==> src/rtl/psk_tx_packetizer_if.sv <==
// psk_tx_packetizer_if -- AXI-Stream byte channel feeding the PSK transmit framer.
// Rev 1.0
`default_nettype none

interface psk_tx_packetizer_if;
  logic [7:0] data_tdata;
  logic       data_tvalid;
  logic       data_tready;
  logic       data_tlast;

  modport master (
    output data_tdata,
    output data_tvalid,
    output data_tlast,
    input  data_tready
  );

  modport slave (
    input  data_tdata,
    input  data_tvalid,
    input  data_tlast,
    output data_tready
  );
endinterface

`default_nettype wire

==> src/rtl/psk_tx_packetizer.sv <==
// psk_tx_packetizer -- PSK frame builder: preamble, Barker-13 sync, payload, tail.
// Rev 1.0
`default_nettype none

module psk_tx_packetizer #(
  parameter int          PREAMBLE_LEN = 32,
  parameter int          TAIL_LEN     = 8,
  parameter logic [12:0] SYNC_WORD    = 13'b1111100110101
) (
  input  logic                 clk_32M768,
  input  logic                 rst_32M768,
  input  logic                 clk_enable,
  input  logic [3:0]           MODE_CTRL,
  psk_tx_packetizer_if.slave   data,
  output logic                 BPSK,
  output logic [1:0]           QPSK,
  output logic                 sym_valid,
  output logic                 is_bpsk,
  output logic                 tx_active,
  output logic                 underrun
);

  localparam logic [7:0] PRE_LAST = 8'(PREAMBLE_LEN - 1);
  localparam logic [7:0] TAIL_END = 8'(TAIL_LEN);

  typedef enum logic [2:0] {
    IDLE     = 3'd0,
    PREAMBLE = 3'd1,
    SYNC     = 3'd2,
    PAYLOAD  = 3'd3,
    TAIL     = 3'd4
  } state_t;

  state_t     state, state_nxt;
  logic [7:0] cnt, cnt_nxt;
  logic [7:0] shreg, shreg_nxt;
  logic       tlast_q, tlast_nxt;
  logic       bpsk_nxt, valid_nxt, mode_nxt, underrun_nxt;
  logic [1:0] qpsk_nxt;
  logic       sym_last, load_pt, sync_bit;
  logic       unused_mode;

  assign unused_mode = ^MODE_CTRL[3:1];

  // cnt tracks the symbol the next strobe emits, so load points are known before the edge
  assign sym_last = is_bpsk ? (cnt[2:0] == 3'd7) : (cnt[1:0] == 2'd3);
  assign load_pt  = ((state == SYNC) && (cnt == 8'd0)) ||
                    ((state == PAYLOAD) && sym_last && !tlast_q);
  assign sync_bit = SYNC_WORD[cnt[3:0]];

  assign data.data_tready = clk_enable & load_pt & ~rst_32M768;
  assign tx_active        = (state != IDLE);

  always_ff @(posedge clk_32M768) begin
    if (rst_32M768) begin
      state     <= IDLE;
      cnt       <= 8'd0;
      shreg     <= 8'd0;
      tlast_q   <= 1'b0;
      BPSK      <= 1'b0;
      QPSK      <= 2'b00;
      sym_valid <= 1'b0;
      is_bpsk   <= 1'b0;
      underrun  <= 1'b0;
    end else begin
      state     <= state_nxt;
      cnt       <= cnt_nxt;
      shreg     <= shreg_nxt;
      tlast_q   <= tlast_nxt;
      BPSK      <= bpsk_nxt;
      QPSK      <= qpsk_nxt;
      sym_valid <= valid_nxt;
      is_bpsk   <= mode_nxt;
      underrun  <= underrun_nxt;
    end
  end

  always_comb begin
    state_nxt    = state;
    cnt_nxt      = cnt;
    shreg_nxt    = shreg;
    tlast_nxt    = tlast_q;
    bpsk_nxt     = BPSK;
    qpsk_nxt     = QPSK;
    valid_nxt    = sym_valid;
    mode_nxt     = is_bpsk;
    underrun_nxt = 1'b0;

    if (clk_enable) begin
      case (state)
        IDLE: begin
          if (data.data_tvalid) begin
            mode_nxt  = MODE_CTRL[0];
            bpsk_nxt  = 1'b1;
            qpsk_nxt  = 2'b11;
            valid_nxt = 1'b1;
            if (PRE_LAST == 8'd0) begin
              state_nxt = SYNC;
              cnt_nxt   = 8'd12;
            end else begin
              state_nxt = PREAMBLE;
              cnt_nxt   = 8'd1;
            end
          end else begin
            bpsk_nxt  = 1'b0;
            qpsk_nxt  = 2'b00;
            valid_nxt = 1'b0;
          end
        end

        PREAMBLE: begin
          bpsk_nxt  = ~cnt[0];
          qpsk_nxt  = {2{~cnt[0]}};
          valid_nxt = 1'b1;
          if (cnt == PRE_LAST) begin
            state_nxt = SYNC;
            cnt_nxt   = 8'd12;
          end else begin
            cnt_nxt = cnt + 8'd1;
          end
        end

        SYNC: begin
          bpsk_nxt  = sync_bit;
          qpsk_nxt  = {2{sync_bit}};
          valid_nxt = 1'b1;
          if (cnt == 8'd0) begin
            if (data.data_tvalid) begin
              shreg_nxt = data.data_tdata;
              tlast_nxt = data.data_tlast;
              state_nxt = PAYLOAD;
            end else begin
              underrun_nxt = 1'b1;
              state_nxt    = TAIL;
            end
          end else begin
            cnt_nxt = cnt - 8'd1;
          end
        end

        PAYLOAD: begin
          valid_nxt = 1'b1;
          if (is_bpsk) begin
            bpsk_nxt  = shreg[7];
            qpsk_nxt  = {2{shreg[7]}};
            shreg_nxt = {shreg[6:0], 1'b0};
          end else begin
            bpsk_nxt  = 1'b0;
            qpsk_nxt  = shreg[7:6];
            shreg_nxt = {shreg[5:0], 2'b00};
          end
          if (sym_last) begin
            cnt_nxt = 8'd0;
            if (tlast_q) begin
              state_nxt = (TAIL_END == 8'd0) ? IDLE : TAIL;
            end else if (data.data_tvalid) begin
              shreg_nxt = data.data_tdata;
              tlast_nxt = data.data_tlast;
            end else begin
              underrun_nxt = 1'b1;
              state_nxt    = TAIL;
            end
          end else begin
            cnt_nxt = cnt + 8'd1;
          end
        end

        TAIL: begin
          bpsk_nxt = 1'b0;
          qpsk_nxt = 2'b00;
          // one extra strobe with sym_valid low guarantees an idle gap between frames
          if (cnt == TAIL_END) begin
            valid_nxt = 1'b0;
            state_nxt = IDLE;
            cnt_nxt   = 8'd0;
          end else begin
            valid_nxt = 1'b1;
            cnt_nxt   = cnt + 8'd1;
          end
        end

        default: begin
          state_nxt = IDLE;
          cnt_nxt   = 8'd0;
        end
      endcase
    end
  end

  // load_pt is consumed by data_tready; keep lint quiet about partial cnt use
  logic unused_cnt;
  assign unused_cnt = ^cnt[7:4] & load_pt & 1'b0;

endmodule

`default_nettype wire

==> src/flat_wrapper.sv <==
// flat-port wrapper written by rule: the top's interface ports become plain ports
module psk_tx_packetizer_flat 
#(
  parameter int          PREAMBLE_LEN = 32,
  parameter int          TAIL_LEN     = 8,
  parameter logic [12:0] SYNC_WORD    = 13'b1111100110101
)
  (clk_32M768, rst_32M768, clk_enable, MODE_CTRL, BPSK, QPSK, sym_valid, is_bpsk, tx_active, underrun, data_data_tdata, data_data_tvalid, data_data_tlast, data_data_tready);
  psk_tx_packetizer_if data_i ();
  input  logic clk_32M768;
  input  logic rst_32M768;
  input  logic clk_enable;
  input  logic [3:0] MODE_CTRL;
  output logic BPSK;
  output logic [1:0] QPSK;
  output logic sym_valid;
  output logic is_bpsk;
  output logic tx_active;
  output logic underrun;
  input wire logic [$bits(data_i.data_tdata)-1:0] data_data_tdata;
  input wire logic [$bits(data_i.data_tvalid)-1:0] data_data_tvalid;
  input wire logic [$bits(data_i.data_tlast)-1:0] data_data_tlast;
  output wire logic [$bits(data_i.data_tready)-1:0] data_data_tready;
  assign data_i.data_tdata = data_data_tdata;
  assign data_i.data_tvalid = data_data_tvalid;
  assign data_i.data_tlast = data_data_tlast;
  assign data_data_tready = data_i.data_tready;
  psk_tx_packetizer #(.PREAMBLE_LEN(PREAMBLE_LEN), .TAIL_LEN(TAIL_LEN), .SYNC_WORD(SYNC_WORD)) u_core (.clk_32M768(clk_32M768), .rst_32M768(rst_32M768), .clk_enable(clk_enable), .MODE_CTRL(MODE_CTRL), .data(data_i), .BPSK(BPSK), .QPSK(QPSK), .sym_valid(sym_valid), .is_bpsk(is_bpsk), .tx_active(tx_active), .underrun(underrun));
endmodule
==> config.mk <==
export PLATFORM = sky130hd
export DESIGN_NAME = psk_tx_packetizer_flat
export DESIGN_NICKNAME = d
export VERILOG_FILES = /design/src/rtl/psk_tx_packetizer_if.sv /design/src/rtl/psk_tx_packetizer.sv /design/src/flat_wrapper.sv
export SDC_FILE = /design/constraint.sdc
export NUM_CORES = 1
export LEC_CHECK = 0
export ABC_AREA = 1
export ABC_CLOCK_PERIOD_IN_PS = 2600
export BUFFER_PORTS_ARGS = -buffer_cell sky130_fd_sc_hd__buf_2
export CAP_MARGIN = 0
export CORE_MARGIN = 2
export CORE_UTILIZATION = 64
export CTS_BUF_LIST = sky130_fd_sc_hd__clkbuf_4 sky130_fd_sc_hd__clkbuf_8
export DETAILED_ROUTE_END_ITERATION = 8
export PLACE_DENSITY = 0.95
export SKIP_LAST_GASP = 1
export SYNTH_ARGS = -nofsm -noshare
export SYNTH_HDL_FRONTEND = slang
export SYNTH_SLANG_ARGS = --single-unit
==> constraint.sdc <==
create_clock -name clk_32M768 -period 2.6 [get_ports clk_32M768]
set_input_delay 0.52 -clock clk_32M768 [delete_from_list [all_inputs] [get_ports clk_32M768]]
set_output_delay 0.52 -clock clk_32M768 [all_outputs]
set_load 0.01 [all_outputs]
==> After elaboration in Yosys (flattened, before gate mapping) <==
Memories as Yosys holds them, arrays and structs flattened. A register that Yosys moved wholly into a read port is not among the register bits.
Cells that the tools add are included.
{ "classes": {"addsub": 2, "order_cmp": 1, "n_eq_ne": 16, "mux": 45, "n_bitwise": 5, "reduce_logical": 20} }
{ "op_table": {"columns": ["op", "count"], "rows": [
  ["$mux 8", 11],
  ["$pmux 8 s5", 1],
  ["$mux 3", 8],
  ["$pmux 8 s2", 1],
  ["$mux 1", 15],
  ["$pmux 3 s5", 1],
  ["$pmux 2 s5", 1],
  ["$add 8x1->8 const B", 1],
  ["$eq 8x4->1 const B", 1],
  ["$eq 8x5->1 const B", 1],
  ["$logic_not 8->1", 1],
  ["$mux 4", 2],
  ["$ne 2x2->1 const B", 4],
  ["$sub 8x1->8 const B", 1],
  ["$reduce_and 7->1", 1],
  ["$eq 3x2->1 const B", 2],
  ["$eq 3x3->1 const B", 2],
  ["$ne 2x1->1 const B", 3],
  ["$reduce_and 3->1", 2],
  ["$reduce_bool 3->1", 2],
  ["$lt 4x5->1 const B", 1],
  ["$pmux 1 s5", 1],
  ["$reduce_and 5->1", 1],
  ["$reduce_bool 5->1", 1],
  ["other kinds (17)", 24]
]} }
{ "totals": {"reg_bits": 26, "romBits": 16, "output_inout_bits": 8, "word_cells": 99, "memories": 1} }
{ "memory_table": {"columns": ["memory", "depth", "word_bits", "read_ports", "rd_clocked_by_memory_dff", "write_ports", "line", "rtl"], "rows": [
  ["(no name shown)", 16, 1, 1, 1, 0, "psk_tx_packetizer.sv:49", "assign sync_bit = SYNC_WORD[cnt[3:0]];"]
]} }

==> Depth between registers and ports, before layout <==
Gate-level depths: netlist of run 1.
{ "logic_depth": {"ltp_word": 7, "mapped_depth": 14, "mapped_depth_nobuf": 14} }

==> Least setup slack after synthesis of run 1 <==
OpenSTA, ideal clock, no wires.
{ "synth_timing": {"kind": "reg2out", "start": "register u_core.cnt[0]", "end": "output data_data_tready", "arrival_ns": 1.288, "t_required_ns": 2.080, "slack_ns": 0.792, "path_stages_with_launch": 9, "path_buffers": 0, "path_cell_list": "dfxtp_1 -> inv_1 -> ha_1 -> nand2_1 -> nor2_2 -> nand3_4 -> o31ai_1 -> nand2_1 -> nor2_1"} }
{ "synth_via": {"elab_chain_cells": 7, "elab_cells_between_ends": 10, "classes_between": "eq/ne: 2; mux: 1; bitwise: 2; reduce/logical: 5"} }
{ "synth_rtl": {"columns": ["item", "line", "rtl"], "rows": [
  ["from (decl)", "psk_tx_packetizer.sv:35", "logic [7:0] cnt, cnt_nxt;"],
  ["from (signal assigned)", "psk_tx_packetizer.sv:67", "cnt <= cnt_nxt;"],
  ["$eq 3x3->1 / $eq 2x2->1 (equally long branches)", "psk_tx_packetizer.sv:46", "assign sym_last = is_bpsk ? (cnt[2:0] == 3'd7) : (cnt[1:0] == 2'd3);"],
  ["$mux 1", "psk_tx_packetizer.sv:46", null],
  ["$logic_and 1x1->1 (2 in series)", "psk_tx_packetizer.sv:48", "((state == PAYLOAD) && sym_last && !tlast_q);"],
  ["$logic_or 1x1->1 *", "psk_tx_packetizer.sv:47", "assign load_pt = ((state == SYNC) && (cnt == 8'd0)) ||"],
  ["$and 1x1->1 * (2 in series)", "psk_tx_packetizer.sv:51", "assign data.data_tready = clk_enable & load_pt & ~rst_32M768;"],
  ["to (decl)", "flat_wrapper.sv:23", "output wire logic [$bits(data_i.data_tready)-1:0] data_data_tready;"]
]} }
Mark *: on every way between the ends. The rest lies on a longest branch, timed or not.

==> Worst setup path in the final report of run 1 <==
Same ends and word-level chain as after synthesis.

==> results.tsv, run 1 <==
metric	value	unit
chip width	57.8	um
routed via count	1935	
number of synthesized flops with an enable pin	0	
GR Overflow Total	0	
PortBufs	21	
PostCTS Resize Cnt	0	
post-synthesis sequential area ratio	0.291	
CP Class	flip-flop to output pin	
root buffer cell	clkbuf_4	
Final period util	0.929	
Clock power frac	0.092	
sequential share of power	0.321	
Critical Path Max Stage Delay	410	ps
reg-to-reg endpoint	u_core.tlast_q	
Netlist cell types	36	
crit path time final	2420	ps
# rows	19	
CP Capture Point	data_data_tready	
Net Sw Frac	0.518	
Leakage	0.869	nW
Synth Register Bits	27	
CP Capture Type	output pin	
CP startpoint	u_core.cnt[0]	
pin count of the biggest net entering global routing	20	
total track usage	0.264	
CTS buffer count	3	
Tot Pwr	1.98	mW
share of the synthesized area in the top cell type	0.291	
Net Sw Power	1.03	mW
Reg clk slew, reported paths	150	ps
Post-synth ARST share	0	
CTS max path bufs	2	
final RePlAce weighted congestion	0.935	
Num Clock Sinks	27	
Most Frequent Cell on Critical Path	nand2_1	
Starting DRT DRC Count	115	
worst skew pair latency	330	ps
FF-to-FF path depth	9	
DP HPWL	3.22	mm
Setup Viol. Count Final	0	
H-tree level count	1	
Max Clock Freq	0.414	GHz
synthesized area	1850	sq um
DRC Markers	0	
I/O pin cnt	25	
power per cell area	999	nW/um^2
Synth area leader	dfxtp_1	
Post-Syn Instances	287	
CTS tree	built	
unrepaired setup endpoints after global routing	false	
vias in the first global route	1698	
die height	57.8	um
worst-path cell chain	inv_1, ha_1, nand2_1, nor2_2, nand3_4, o31ai_1, nand2_1, nor2_1, buf_2	
fin nets	327	
antenna-violating nets left	0	
hold buffers post-CTS	0	
Syn. warnings	0	
max-slew violation count	0	
top post-synthesis cells by count	nand2_1, a21oi_1, dfxtp_1	
Startpoint Class	flip-flop	
max cap viols	0	
clk_skew	10.5	ps
die area	3340	sq um
R2R Path Start	u_core.cnt[0]	
drt total wl	4.29	mm
Core ar.	2760	sq um
Area growth syn-to-layout	6.75	%
antenna violations before repair	0	
DR WL/cell	12.8	um
max_slew headroom	0.723	
final hold violations	0	
Gate power share	0.587	
Via-to-Cell Ratio	5.76	
setup_tns	0	ps
most frequent cell after synthesis	nand2_1	
initial core utilization	0.672	
worst endpoint data arrival time	1900	ps
P_int	0.953	mW
share of layout cells above drive strength 1	0.187	
Slew @ Worst Pin	416	ps
first-pass GRT wire length	6.98	mm
crit-path max FO	7	
R2R Setup Slk	430	ps
Most used DFF post-synth	dfxtp_1	
status	completed	
drt pass-1 iters	4	
Hold WC Path Type	primary input to flip-flop	
Post-Synthesis Mean Instance Area	6.46	sq um
Slowest-stage cell, CP	dfxtp_1	
Max VDD drop	0.00101	V
syn nets	308	
post-CTS setup buffer count	0	
top post-synthesis cells by area	dfxtp_1, nand2_1, a21oi_1	
ANT cells	0	
worst path required time	2080	ps
[stage by stage]
| step | hold slack (ps) | instance area (sq um) | setup slack (ps) | instances | utilization |
|---|---|---|---|---|---|
| 2_1_floorplan | 445 | 1850 | 792 | 287 | - |
| 3_3_place_gp | 452 | 1950 | 315 | 332 | 0.707 |
| 3_5_place_dp | 462 | 1950 | 255 | 332 | 0.707 |
| 4_1_cts | 433 | 1980 | 188 | 336 | 0.717 |
| 5_1_grt | 450 | 1980 | 72.8 | 336 | 0.718 |
| 6_report | 443 | 1980 | 183 | 336 | 0.718 |
[layout by cell type, fill, tap and decap left out, types with 3 or more instances in the layout]
| cell | synthesis | final |
|---|---|---|
| nor2_2 | 5 | 6 |
| a21oi_1 | 27 | 27 |
| o21ai_0 | 18 | 18 |
| nor2_1 | 24 | 23 |
| buf_2 | 0 | 21 |
| o211ai_1 | 7 | 7 |
| nand2_1 | 79 | 79 |
| clkbuf_4 | 0 | 3 |
| inv_1 | 25 | 25 |
| xor2_1 | 4 | 4 |
| o21ai_2 | 3 | 3 |
| ha_1 | 4 | 4 |
| dfxtp_1 | 27 | 27 |
| nand3_1 | 19 | 19 |
| inv_2 | 5 | 5 |
| nand4_1 | 3 | 3 |
| nor3_1 | 4 | 4 |
| nand3_2 | 4 | 4 |
| nand2_2 | 4 | 4 |
[sequential cells by signal (all words and copies together), names as in the netlist]
name,flops
u_core.sync_bit,1
u_core.state,3
u_core.cnt,8
u_core.is_bpsk,1
u_core.underrun,1
u_core.sym_valid,1
u_core.tlast_q,1
u_core.shreg,8
u_core.BPSK,1
u_core.QPSK,2
[routing by layer]
| metal | track usage | part of all wire | wire, um | vias to the layer above |
|---|---|---|---|---|
| met3 | 0.0335 | 0.058 | 247 | 11 |
| met4 | 0.106 | 0.021 | 89 | 0 |
| met2 | 0.451 | 0.47 | 2010 | 71 |
| met1 | 0.336 | 0.45 | 1940 | 878 |
| li1 | - | - | - | 975 |
| met5 | 0 | 0 | 0 | - |
[how the worst min path moves through the flow]
stage / end / startpoint / cells past startpoint / slack (ps)
final: u_core.underrun / data_data_tvalid / 2 / 440
after global routing: u_core.underrun / data_data_tvalid / 2 / 450
after CTS: u_core.underrun / data_data_tvalid / 2 / 430
after detailed placement: u_core.shreg[6] / u_core.shreg[6] / 2 / 460
after global placement: u_core.BPSK / u_core.BPSK / 2 / 450
after floorplan: u_core.shreg[6] / u_core.shreg[6] / 2 / 450
[worst max-delay path, delay by kind of cell, from the launching register on]
family,cells,cell delay (ps)
flip-flops,1,410
adder cells (fa/ha/maj),1,200
AND/OR/NAND/NOR,5,530
buffers and inverters,2,350
AO/OA/AOI/OAI,1,80
[logic make-up after synthesis]
kind of cell | synth area share
AOI/OAI and AO/OA | 0.186
xor gates and xnor gates | 0.0189
and+or+nand+nor | 0.383
DFF | 0.291
adders and majority gates | 0.0270
buffers and inverters | 0.0931
[area by class of cell]
class / instances / area [sq um]
fill: 230 / 778
clock inverter: 1 / 5.00
tap: 31 / 38.8
multi-input combinational: 221 / 1140
clock buffer: 3 / 22.5
sequential: 27 / 541
inverter: 32 / 124
timing repair buffer: 21 / 105
[power by group through the flow]
stage          Sequential, mW  Clock [mW]  Combinational [mW]
6_report                0.636       0.182                1.16
5_1_grt                 0.650       0.199                1.29
4_1_cts                 0.632       0.188                1.14
3_5_place_dp            0.642           0                1.13
3_3_place_gp            0.635           0                1.10
2_1_floorplan           0.610           0               0.919
No activity file was read; power rests on OpenSTA's default activity.
==> run 2: changes to the inputs <==
ABC_AREA = 0   (was 1)
==> results.tsv, run 2 <==
metric	value	unit	change
worst skew pair latency	350	ps	+20 ps
Synth area leader	dfxtp_1		
Max VDD drop	0.000509	V	-50%
Finished Core Util	0.733		+0.0155
ANT cells	0		unchanged
die area	3430	sq um	+2.5%
chip width	58.6	um	+1.3%
Area growth syn-to-layout	7.10	%	
unrepaired setup endpoints after global routing	false		
root buffer cell	clkbuf_4		
Setup Viol. Count Final	0		unchanged
GRT met2 Usage	0.512		+0.0607
Most used DFF post-synth	dfxtp_1		
Post-synth ARST share	0		unchanged
share of the synthesized area in the top cell type	0.284		-0.00766
top flop regs	u_core.cnt (8), u_core.shreg (8), u_core.state (3)		
final hold violations	0		unchanged
Num Clock Sinks	27		unchanged
max-slew violation count	0		unchanged
DRC Markers	0		unchanged
Slowest-stage cell, CP	dfxtp_2		
syn nets	265		-14%
status	completed		
CP Capture Type	output pin		
share of layout cells above drive strength 1	0.190		+0.00304
max_slew headroom	0.432		-0.291
CTS max path bufs	2		unchanged
power per cell area	452	nW/um^2	-55%
fin area	2040	sq um	+3.0%
Final period util	0.953		+0.0240
Slew @ Worst Pin	846	ps	+430 ps
max cap viols	0		unchanged
Core ar.	2780	sq um	+0.86%
Leakage	0.786	nW	-9.6%
PortBufs	21		unchanged
Post-Synthesis Mean Instance Area	7.80	sq um	+21%
total track usage	0.329		+0.0656
Reg clk slew, reported paths	160	ps	about the same
CP delay by family, top	flip-flops		
drt pass-1 iters	5		+1
Critical Path Max Stage Delay	450	ps	+40 ps
Hold WC Path Type	primary input to flip-flop		
Net Sw Frac	0.346		-0.172
die height	58.6	um	+1.3%
crit path time final	2480	ps	+62.4 ps
CTS tree	built		
Synth Register Bits	27		unchanged
most common cell after layout, fill and taps aside	nand2_1		
drt total wl	5.00	mm	+17%
GR Overflow Total	0		unchanged
crit-path max FO	8		+1
Max Clock Freq	0.403	GHz	-2.5%
DR WL/cell	17.3	um	+35%
H-tree level count	1		unchanged
hold buffers post-CTS	0		unchanged
met1 Use GR	0.440		+0.105
Via-to-Cell Ratio	6.78		+18%
antenna violations before repair	0		unchanged
fin nets	280		-14%
Clock power frac	0.220		+0.128
# rows	19		unchanged
worst endpoint data arrival time	1960	ps	+60 ps
Syn. warnings	0		unchanged
Tot Pwr	0.921	mW	-53%
DP HPWL	3.59	mm	+12%
CP Class	flip-flop to output pin		
initial core utilization	0.685		+0.0122
post-synthesis sequential area ratio	0.284		-0.00766
placed cell area	2000	sq um	+2.6%
sequential share of power	0.498		+0.177
Net Sw Power	0.319	mW	-69%
Startpoint Class	flip-flop		
worst path required time	2080	ps	about the same
busiest layer in global routing	met2		
antenna-violating nets left	0		unchanged
top post-synthesis cells by count	nand2_1, dfxtp_1, a21oi_1		
setup_tns	0	ps	unchanged
post-CTS setup buffer count	0		unchanged
Post-Syn Instances	244		-15%
pin count of the biggest net entering global routing	22		+10%
met3 Use GR	0.0593		+0.0259
worst-path cell chain	inv_1, ha_1, and4b_2, a22oi_1, nor3_2, buf_2		
CP Buf/Inv Count	2		unchanged
most frequent cells in the layout	nand2_1, dfxtp_1, buf_2		
clk_skew	14.6	ps	+4.14 ps
CTS buffer count	3		unchanged
synthesized area	1900	sq um	+2.7%
number of synthesized flops with an enable pin	0		unchanged
Netlist cell types	61		+69%
P_int	0.603	mW	-37%
final RePlAce weighted congestion	0.987		+5.5%
vias in the first global route	1867		+10%
minimum hold slack	393	ps	-50.4 ps
routed via count	1958		+1.2%
first-pass GRT wire length	8.71	mm	+25%
Starting DRT DRC Count	182		+58%
I/O pin cnt	25		unchanged
top post-synthesis cells by area	dfxtp_1, nand2_1, a21oi_1		
Gate power share	0.282		-0.305
most frequent cell after synthesis	nand2_1		
==> run 2: timing repair <==
action / CTS / global route
setup endpoints to repair: 1 / 1
endpoints found under the hold margin: 0 / 0
resized for setup: 1 / 3
cloned: 0 / 0
==> run 2: power by group through the flow <==
stage	Clock (mW)	Sequential [mW]	Combinational, mW
after floorplan	0	0.458	0.193
after global placement	0	0.465	0.243
after detailed placement	0	0.465	0.249
after CTS	0.206	0.456	0.253
after global routing	0.225	0.462	0.286
final	0.203	0.459	0.260
==> run 2: cells by family (layout without fill, tap and decap cells) <==
logic type	count (synthesis)	after routing	synth area share
simple gates	92	92	0.263
compound gates	76	76	0.271
flops	27	27	0.284
fa+ha+maj	4	4	0.0263
xor+xnor	8	8	0.0368
buf+inv	29	43	0.0769
mux	8	8	0.0427
==> run 2: metrics by stage <==
stage | std cells | setup WS [ps]
6_report | 289 | 121
5_1_grt | 289 | 3.90
4_1_cts | 289 | 48.3
3_5_place_dp | 285 | 276
3_3_place_gp | 285 | 356
2_1_floorplan | 244 | 624
==> run 2: final timing paths <==
check	from	to	slack, ps	cells past startpoint
setup / recovery	u_core.cnt[0]	data_data_tready	120	6
hold / removal	MODE_CTRL[0]	u_core.is_bpsk	390	3
setup reg to reg	u_core.cnt[0]	u_core.shreg[6]	300	7
hold reg to reg	u_core.shreg[3]	u_core.shreg[3]	490	2
==> run 2: area by class of cell <==
type | instances | area [sq um]
multi-input combinational | 188 | 1220
fill | 202 | 742
sequential | 27 | 543
timing repair buffer | 29 | 165
tap | 31 | 38.8
inverter | 10 | 37.5
clock buffer | 3 | 22.5
clock inverter | 1 | 8.76
==> run 2: worst min-delay path: stages <==
cell and delay (ps):
buf_2 70, mux2i_1 50, nor2_1 80
==> run 2: per-layer routing <==
layer,wire length [um],share of wire
met1,2140,0.43
met2,2290,0.46
met3,387,0.077
met4,179,0.036
met5,0,0
